--- src/rtl/kronos_hazard_ctrl.sv ---
`default_nettype none
// ============================================================================
//  Module      : kronos_hazard_ctrl
//  Description : Register scoreboard and ID-stage stall controller. Tracks
//                architectural registers with a write in flight between ID
//                issue and WB retire, and stalls ID on RAW/WAW hazards or
//                when the in-flight write budget is used up.
//  Options     : KRONOS_HCU_WB_BYPASS_EN - a register retiring in the current
//                cycle is treated as not busy (ID forwards the WB data), and
//                the slot it frees counts toward the write budget at once.
//  Revision    : 1.0 - initial release
// ============================================================================
module kronos_hazard_ctrl #(
    parameter int MAX_INFLIGHT = 3,
    parameter int CNT_W        = $clog2(MAX_INFLIGHT + 1)
) (
    input  logic             clk,
    input  logic             rst,
    input  logic             id_vld,
    input  logic             ex_rdy,
    input  logic [4:0]       id_rs1,
    input  logic             id_rs1_use,
    input  logic [4:0]       id_rs2,
    input  logic             id_rs2_use,
    input  logic [4:0]       id_rd,
    input  logic             id_rd_write,
    input  logic             regwr_en,
    input  logic [4:0]       regwr_sel,
    input  logic             flush,
    output logic             stall,
    output logic             issue,
    output logic [31:0]      pending,
    output logic [CNT_W-1:0] inflight,
    output logic             sb_err
);

    localparam logic [CNT_W-1:0] MAX_CNT = CNT_W'(MAX_INFLIGHT);
    localparam logic [CNT_W-1:0] ONE_CNT = CNT_W'(1);

    logic [31:0]      pend_q;
    logic [CNT_W-1:0] cnt_q;
    logic             err_q;

    logic [31:0]      pend_nxt;
    logic [CNT_W-1:0] cnt_nxt;
    logic [31:0]      busy_vec;
    logic [31:0]      retire_onehot;
    logic             retire_hit;
    logic             retire_ok;
    logic             rd_real;
    logic             raw;
    logic             waw;
    logic             full;
    logic             set_en;
    logic             err_set;

    // Retire-side decode: a real retire targets a non-zero register, and it
    // is legal only if that register is actually pending.
    always_comb begin
        retire_hit    = regwr_en & (regwr_sel != 5'd0);
        retire_onehot = retire_hit ? (32'd1 << regwr_sel) : 32'd0;
        retire_ok     = retire_hit & pend_q[regwr_sel];
    end

    // Hazard detection and issue decision; x0 is never busy because
    // pend_q[0] is held at zero.
    always_comb begin
`ifdef KRONOS_HCU_WB_BYPASS_EN
        busy_vec = pend_q & ~retire_onehot;
`else
        busy_vec = pend_q;
`endif
        rd_real = id_rd_write & (id_rd != 5'd0);
        raw     = (id_rs1_use & busy_vec[id_rs1]) | (id_rs2_use & busy_vec[id_rs2]);
        waw     = rd_real & busy_vec[id_rd];
`ifdef KRONOS_HCU_WB_BYPASS_EN
        full    = rd_real & (cnt_q == MAX_CNT) & ~retire_ok;
`else
        full    = rd_real & (cnt_q == MAX_CNT);
`endif
        stall   = id_vld & (raw | waw | full);
        issue   = id_vld & ex_rdy & ~stall;
        set_en  = issue & rd_real;
    end

    // Next scoreboard and counter values; a same-register set and clear
    // leaves the bit set, and the count only moves on an unbalanced update.
    always_comb begin
        pend_nxt = pend_q & ~retire_onehot;
        if (set_en) begin
            pend_nxt[id_rd] = 1'b1;
        end
        pend_nxt[0] = 1'b0;

        cnt_nxt = cnt_q;
        err_set = retire_hit & ~pend_q[regwr_sel];
        if (set_en && !retire_ok) begin
            if (cnt_q == MAX_CNT) begin
                err_set = 1'b1;
            end else begin
                cnt_nxt = cnt_q + ONE_CNT;
            end
        end else if (retire_ok && !set_en) begin
            if (cnt_q == '0) begin
                err_set = 1'b1;
            end else begin
                cnt_nxt = cnt_q - ONE_CNT;
            end
        end
    end

    // State registers; flush wipes the scoreboard and suppresses the error
    // check on the flushing instruction's own retire.
    always_ff @(posedge clk or posedge rst) begin
        if (rst) begin
            pend_q <= 32'd0;
            cnt_q  <= '0;
            err_q  <= 1'b0;
        end else if (flush) begin
            pend_q <= 32'd0;
            cnt_q  <= '0;
        end else begin
            pend_q <= pend_nxt;
            cnt_q  <= cnt_nxt;
            if (err_set) begin
                err_q <= 1'b1;
            end
        end
    end

    assign pending  = pend_q;
    assign inflight = cnt_q;
    assign sb_err   = err_q;

endmodule
`default_nettype wire

--- config.mk ---
export PLATFORM = sky130hd
export DESIGN_NAME = kronos_hazard_ctrl
export DESIGN_NICKNAME = d
export VERILOG_FILES = /design/src/rtl/kronos_hazard_ctrl.sv
export SDC_FILE = /design/constraint.sdc
export NUM_CORES = 1
export LEC_CHECK = 0
export ABC_CLOCK_PERIOD_IN_PS = 2450
export BUFFER_PORTS_ARGS = -buffer_cell sky130_fd_sc_hd__buf_2
export CAP_MARGIN = 0
export CORE_MARGIN = 2
export CORE_UTILIZATION = 30
export DETAILED_ROUTE_END_ITERATION = 8
export SETUP_SLACK_MARGIN = 0.05
export SLEW_MARGIN = 10
export SYNTH_ARGS = -nofsm -noshare
export SYNTH_HDL_FRONTEND = slang
export SYNTH_SLANG_ARGS = --single-unit
--- constraint.sdc ---
create_clock -name clk -period 2.45 [get_ports clk]
set_input_delay 0.3675 -clock clk [delete_from_list [all_inputs] [get_ports clk]]
set_output_delay 0.3675 -clock clk [all_outputs]
set_load 0.01 [all_outputs]
# --- Word level (Yosys, flattened, before mapping) ---
# Index checks and enable logic that the tools add are counted.
word_totals:
  ff_bits: 35
  in_bits: 29
  output_inout_bits: 37
  wordCells: 68
op_classes:
  add_sub_neg: 2
  order_cmp: 5
  n_eq_ne: 3
  shift: 1
  mux: 22
  bitwise_logic: 21
  reduce_logical: 11
op_table:
  columns: ["operator", "n"]
  rows:
  - ["$mux W32", 3]
  - ["$and A32 B32 Y32", 1]
  - ["$not A32 Y32", 1]
  - ["$or A32 B32 Y32", 1]
  - ["$shl A1 B5 Y32 const A", 1]
  - ["$lt A5 B6 Y1 const B", 4]
  - ["$bmux W1 S5", 4]
  - ["$and A1 B1 Y1", 12]
  - ["$mux W2", 5]
  - ["$reduce_bool A5 Y1", 2]
  - ["$mux W1", 9]
  - ["$ne A3 B3 Y1 const B", 2]
  - ["$demux W1 S5", 1]
  - ["$ge A5 B1 Y1 const B", 1]
  - ["$logic_and A1 B1 Y1", 3]
  - ["$not A1 Y1", 3]
  - ["$or A1 B1 Y1", 3]
  - ["$reduce_and A3 Y1", 1]
  - ["$reduce_bool A3 Y1", 1]
  - ["$add A2 B1 Y2 const B", 1]
  - ["$eq A2 B2 Y1 const B", 1]
  - ["$logic_not A1 Y1", 2]
  - ["$logic_not A2 Y1", 1]
  - ["$reduce_and A2 Y1", 1]
  - ["$sub A2 B1 Y2 const B", 1]

# --- Depth between registers and ports, before layout ---
depth:
  word_depth: 15
  mapped_depth: 10

# --- Least setup slack after synthesis ---
# OpenSTA, ideal clock, no wires.
synth_path:
  kind: "input to register"
  from: "input port id_rs1[0]"
  to: "register pend_q[30], in the netlist pending[30]"
  setup_ns: 0.075
  t_arrival_ns: 2.431
  t_required_ns: 2.375
  path_slack_ns: -0.056
  cell_stages: 9
  cell_sequence: "clkbuf_1 > mux4_2 > nor2b_1 > nor3_1 > o311ai_2 > nand3_2 > or3b_1 > buf_6 > o21ai_2"
synth_between:
  elab_chain_len: 12
synth_rtl:
  columns: ["item", "line_no", "text"]
  rows:
  - ["from (decl)", "21", "input logic [4:0] id_rs1,"]
  - ["$bmux W1 S5", "74", "raw = (id_rs1_use & busy_vec[id_rs1]) | (id_rs2_use & busy_vec[id_rs2]);"]
  - ["$mux W1 (not written as such)", "74", null]
  - ["$and A1 B1 Y1", "74", null]
  - ["$or A1 B1 Y1", "74", null]
  - ["$or A1 B1 Y1 (2 in a row)", "81", "stall = id_vld & (raw | waw | full);"]
  - ["$and A1 B1 Y1", "81", null]
  - ["$not A1 Y1", "82", "issue = id_vld & ex_rdy & ~stall;"]
  - ["$and A1 B1 Y1", "82", null]
  - ["$and A1 B1 Y1", "83", "set_en = issue & rd_real;"]
  - ["$mux W32", "90", "if (set_en) begin"]
  - ["$mux W32", "119", "end else if (flush) begin"]
  - ["to (signal assigned)", "123", "pend_q <= pend_nxt;"]
  - ["to (decl)", "40", "logic [31:0] pend_q;"]
# No other way between the ends. The select of a mux whose other input is x is not followed.
# A chain may end at the register's enable or synchronous reset.

# --- Worst setup path in the final report ---
layout_path:
  from: "register pend_q[15], in the netlist pending[15]"
  to: "output port stall"
layout_between:
  elab_chain_len: 7
  word_cells_on_any_way: 13
  classes_between: "6 x mux; 7 x bitwise"
layout_rtl:
  columns: ["item", "line_no", "text"]
  rows:
  - ["$bmux W1 S5", "74", null]
  - ["$mux W1 (not written as such)", "74", null]
  - ["$and A1 B1 Y1", "74", null]
  - ["$or A1 B1 Y1", "74", null]
  - ["$or A1 B1 Y1 * (2 in a row)", "81", null]
  - ["$and A1 B1 Y1 *", "81", null]
  - ["to (decl)", "30", "output logic stall,"]
# Every way passes the cells marked *; elsewhere a longest branch is shown, timed or not. The select of a mux whose other input is x is not followed.

==> results by group <==
Setup path
  • Crit end category: output port
  • CP Launch Type: flip-flop
  • Data required time of the worst path: 2080 ps
  • CP Max Fanout: 3
  • Critical path arrival: 2330 ps
  • Crit Path Class: reg2out

Timing
  • Final count of hold timing violations: 0
  • PnR worst setup slack: -249 ps
  • Finish-stage setup viols: 19
  • Worst hold slack: 154 ps
  • Unrepaired setup endpoints after global routing: true
  • Clock skew: 6.18 ps
  • Slew @ Worst Pin: 708 ps
  • Fmax: 370 MHz
  • Slew Limit Headroom: 0.521
  • Minimum clock period: 2700 ps
  • Max-slew violation count: 0
  • Period Utilization, post-route: 1.10

Synth
  • Number of synthesized flops with an enable pin: 0
  • Distinct cell type count after synthesis: 54
  • Seq cells post-synth: 34
  • Async SR Flop Fraction: 1.00
  • Cell accounting for the most synthesized area: dfrtp_1
  • Netlist Area Pre-Place: 0.00294 mm²
  • Post-Syn Nets: 315
  • Syn avg cell area: 10.3 µm²
  • Mapped Cells: 286
  • Area contributors post-synth: dfrtp_1 29%, mux4_2 15%, o21ai_2 4.8%, mux4_1 4.5%, mux2i_1 4.4%
  • Synth top area share: 0.289
  • Top_reg_cell synth: dfrtp_1
  • Sequential cell area fraction in the yosys report: 0.289
  • YS warnings: 0

Finish
  • Share of cells above drive strength 1: 0.572
  • Inserted Diodes: 0
  • Fillers: 987
  • Post-layout nets: 440
  • Area grow syn2layout: 40.9%
  • Post-route cell area: 0.00415 mm²

Clocking
  • Clk sink count: 34
  • Worst-path clk slew: 70 ps
  • Cts bufs inserted: 5
  • Htree depth: 2
  • CTS Buffer Depth: 2
  • CTS root buffer: clkbuf_8
  • Worst skew pair latency: 290 ps
  • CTS tree: yes

Run status
  • Status: finished with violations
  • Violated checks: setup timing

Drt
  • Total wire length: 10700 µm
  • Routed Antenna Nets: 0
  • Via density: 5.52
  • Initial DRC Count: 232
  • DRT Pass-1 Iters: 4
  • Vias: 3004
  • Wire length per cell: 19.7 µm
  • DRC: 0

Power
  • Reg power frac: 0.449
  • Clk pwr share: 0.320
  • P_int: 0.880 mW
  • Leak Pwr: 1.83 nW
  • Sw Pwr: 0.384 mW
  • Pwr per Cell Area: 305 mW/mm²
  • Comb power frac: 0.231
  • Net Sw Frac: 0.304
  • Worst vdd rail ir drop: 0.000127 V

Placement
  • DP HPWL: 8430 µm
  • Number of port buffers: 64
  • DP Area: 0.00384 mm²
  • RePlAce Congestion: 0.990

Floorplanning
  • Die area: 0.0106 mm²
  • # IOs: 66
  • # rows: 36
  • Die width: 103 µm
  • Initial core utilization: 0.305
  • Die height: 103 µm
  • Placeable Area: 0.00964 mm²

Global route
  • Largest net degree at the start of global routing: 35
  • Initial antenna violation count: 0
  • Vias in the first global route: 3110
  • GRT Overall Usage: 0.209
  • First-pass GRT wire length: 16600 µm
  • Grt ovf: 0

Hold path
  • Hold Crit Class: in2async

Job
  • MaxCap Viol Count: 0
==> cells in the final DEF, fill, tap and decap left out, types with 2 or more instances in the layout <==
| cell | count |
|---|---|
| buf_2 | 64 |
| buf_12 | 3 |
| a221oi_1 | 2 |
| a21oi_1 | 3 |
| clkinv_2 | 2 |
| o211ai_1 | 16 |
| o311ai_0 | 3 |
| nor2b_1 | 9 |
| nand2_1 | 27 |
| dfrtp_2 | 2 |
| or3_1 | 2 |
| nor4_1 | 2 |
| buf_4 | 71 |
| a211oi_2 | 2 |
| dfrtp_1 | 32 |
| nor3_1 | 4 |
| mux4_2 | 24 |
| a211oi_1 | 2 |
| and2_1 | 2 |
| o32ai_2 | 3 |
| a22oi_1 | 3 |
| a31oi_4 | 2 |
| clkbuf_8 | 5 |
| nand3_1 | 14 |
| nand4_1 | 5 |
| mux2_2 | 5 |
| o21ai_0 | 4 |
| nor2_1 | 10 |
| nand3b_1 | 3 |
| inv_1 | 10 |
| mux2i_1 | 12 |
| o21ai_2 | 29 |
| nor2b_2 | 2 |
| buf_6 | 4 |
==> sequential cells by signal, indices dropped and copies added, names as in the netlist <==
| name | count |
|---|---|
| inflight | 2 |
| sb_err | 1 |
| pending | 31 |
==> per-layer routing <==
layer,vias to the layer above,GRT usage,part of all wire,wire length (µm)
met5,-,0,0,0
met1,1523,0.274,0.43,4570
met4,0,0.0779,0.023,249
li1,1369,-,-,-
met3,19,0.0325,0.051,543
met2,93,0.350,0.50,5370
==> stage by stage <==
step / util / worst slack [ps] / setup TNS, ps / std cells / power (mW)
6_report: 0.430 / -249 / -1330 / 544 / 1.26
2_1_floorplan: - / 23.6 / 0 / 286 / 0.734
3_5_place_dp: 0.399 / -291 / -5760 / 533 / 0.838
3_3_place_gp: 0.399 / -261 / -4570 / 533 / 0.835
5_1_grt: 0.430 / -330 / -3180 / 544 / 1.32
4_1_cts: 0.423 / -273 / -1500 / 544 / 1.27
==> cells by family (layout without fill, tap and decap cells) <==
family / after synthesis / after routing / synth area share
AO/OA/AOI/OAI: 79 / 79 / 0.200
multiplexers: 43 / 43 / 0.261
other: 1 / 1 / 0.00127
AND/OR/NAND/NOR: 95 / 95 / 0.178
flip-flops: 34 / 34 / 0.289
buffers and inverters: 34 / 159 / 0.0714
==> power by group through the flow <==
stage	Sequential, mW	Clock (mW)	Combinational, mW
3_3_place_gp	0.578	0	0.258
5_1_grt	0.567	0.440	0.314
4_1_cts	0.567	0.416	0.285
2_1_floorplan	0.578	0	0.156
6_report	0.567	0.405	0.292
3_5_place_dp	0.578	0	0.260
==> area by class of cell <==
type | count | area, µm² | area share
inverter | 10 | 37.5 | 0.00905
timing repair buffer | 142 | 958 | 0.231
clock inverter | 2 | 10.0 | 0.00241
clock buffer | 5 | 68.8 | 0.0166
sequential | 34 | 853 | 0.206
multi-input combinational | 218 | 2050 | 0.495
tap | 133 | 166 | 0.0401
==> worst max-delay path, stage by stage (launching register included) <==
cell      delay (ps)
dfrtp_2          450
mux4_2           490
nor2b_2          140
nor3_2            60
o311ai_2         280
buf_4            170
and2_4           140
o21ai_2           60
and2_1           140
buf_2            130
==> cells in the mapped netlist (2+ instances only) <==
library cell   count
nor2b_1           11
dfrtp_1           34
a31oi_1            2
nand4_1            5
clkbuf_1           8
o21ai_1            2
a211oi_1           4
dlygate4sd3_1      2
buf_6              8
inv_1             10
mux2_2             5
o32ai_1            3
nand3b_1           3
mux2i_1           13
or3b_1             2
o21ai_2           16
mux4_2            20
buf_2              3
a22oi_1            3
o211ai_1          16
a221oi_1           2
nor4_1             2
o21ai_0           16
clkbuf_2           2
nand2_1           27
nand3_1           14
nor2_1            10
or3_1              3
a21oi_1            3
mux4_1             5
nor3_1             5
and2_1             3
o311ai_0           3
==> worst paths after layout <==
| path | start | end | slack, ps | cells past startpoint |
|---|---|---|---|---|
| worst max register to register | pending[15] | pending[14] | -70 | 9 |
| min in group clk | flush | inflight[0] | 400 | 2 |
| max in group asynchronous | rst | pending[7] | 1930 | 3 |
| worst min-delay path | rst | pending[14] | 150 | 3 |
| worst max-delay path | pending[15] | stall | -250 | 9 |
| worst min register to register | sb_err | sb_err | 490 | 1 |
==> what timing repair did <==
action,CTS,global route
resized for setup,33,25
pin swaps,17,12
endpoints found under the setup margin,27,35
buffers inserted,6,0
hold buffers,0,0
No activity file was read; power rests on OpenSTA's default activity.
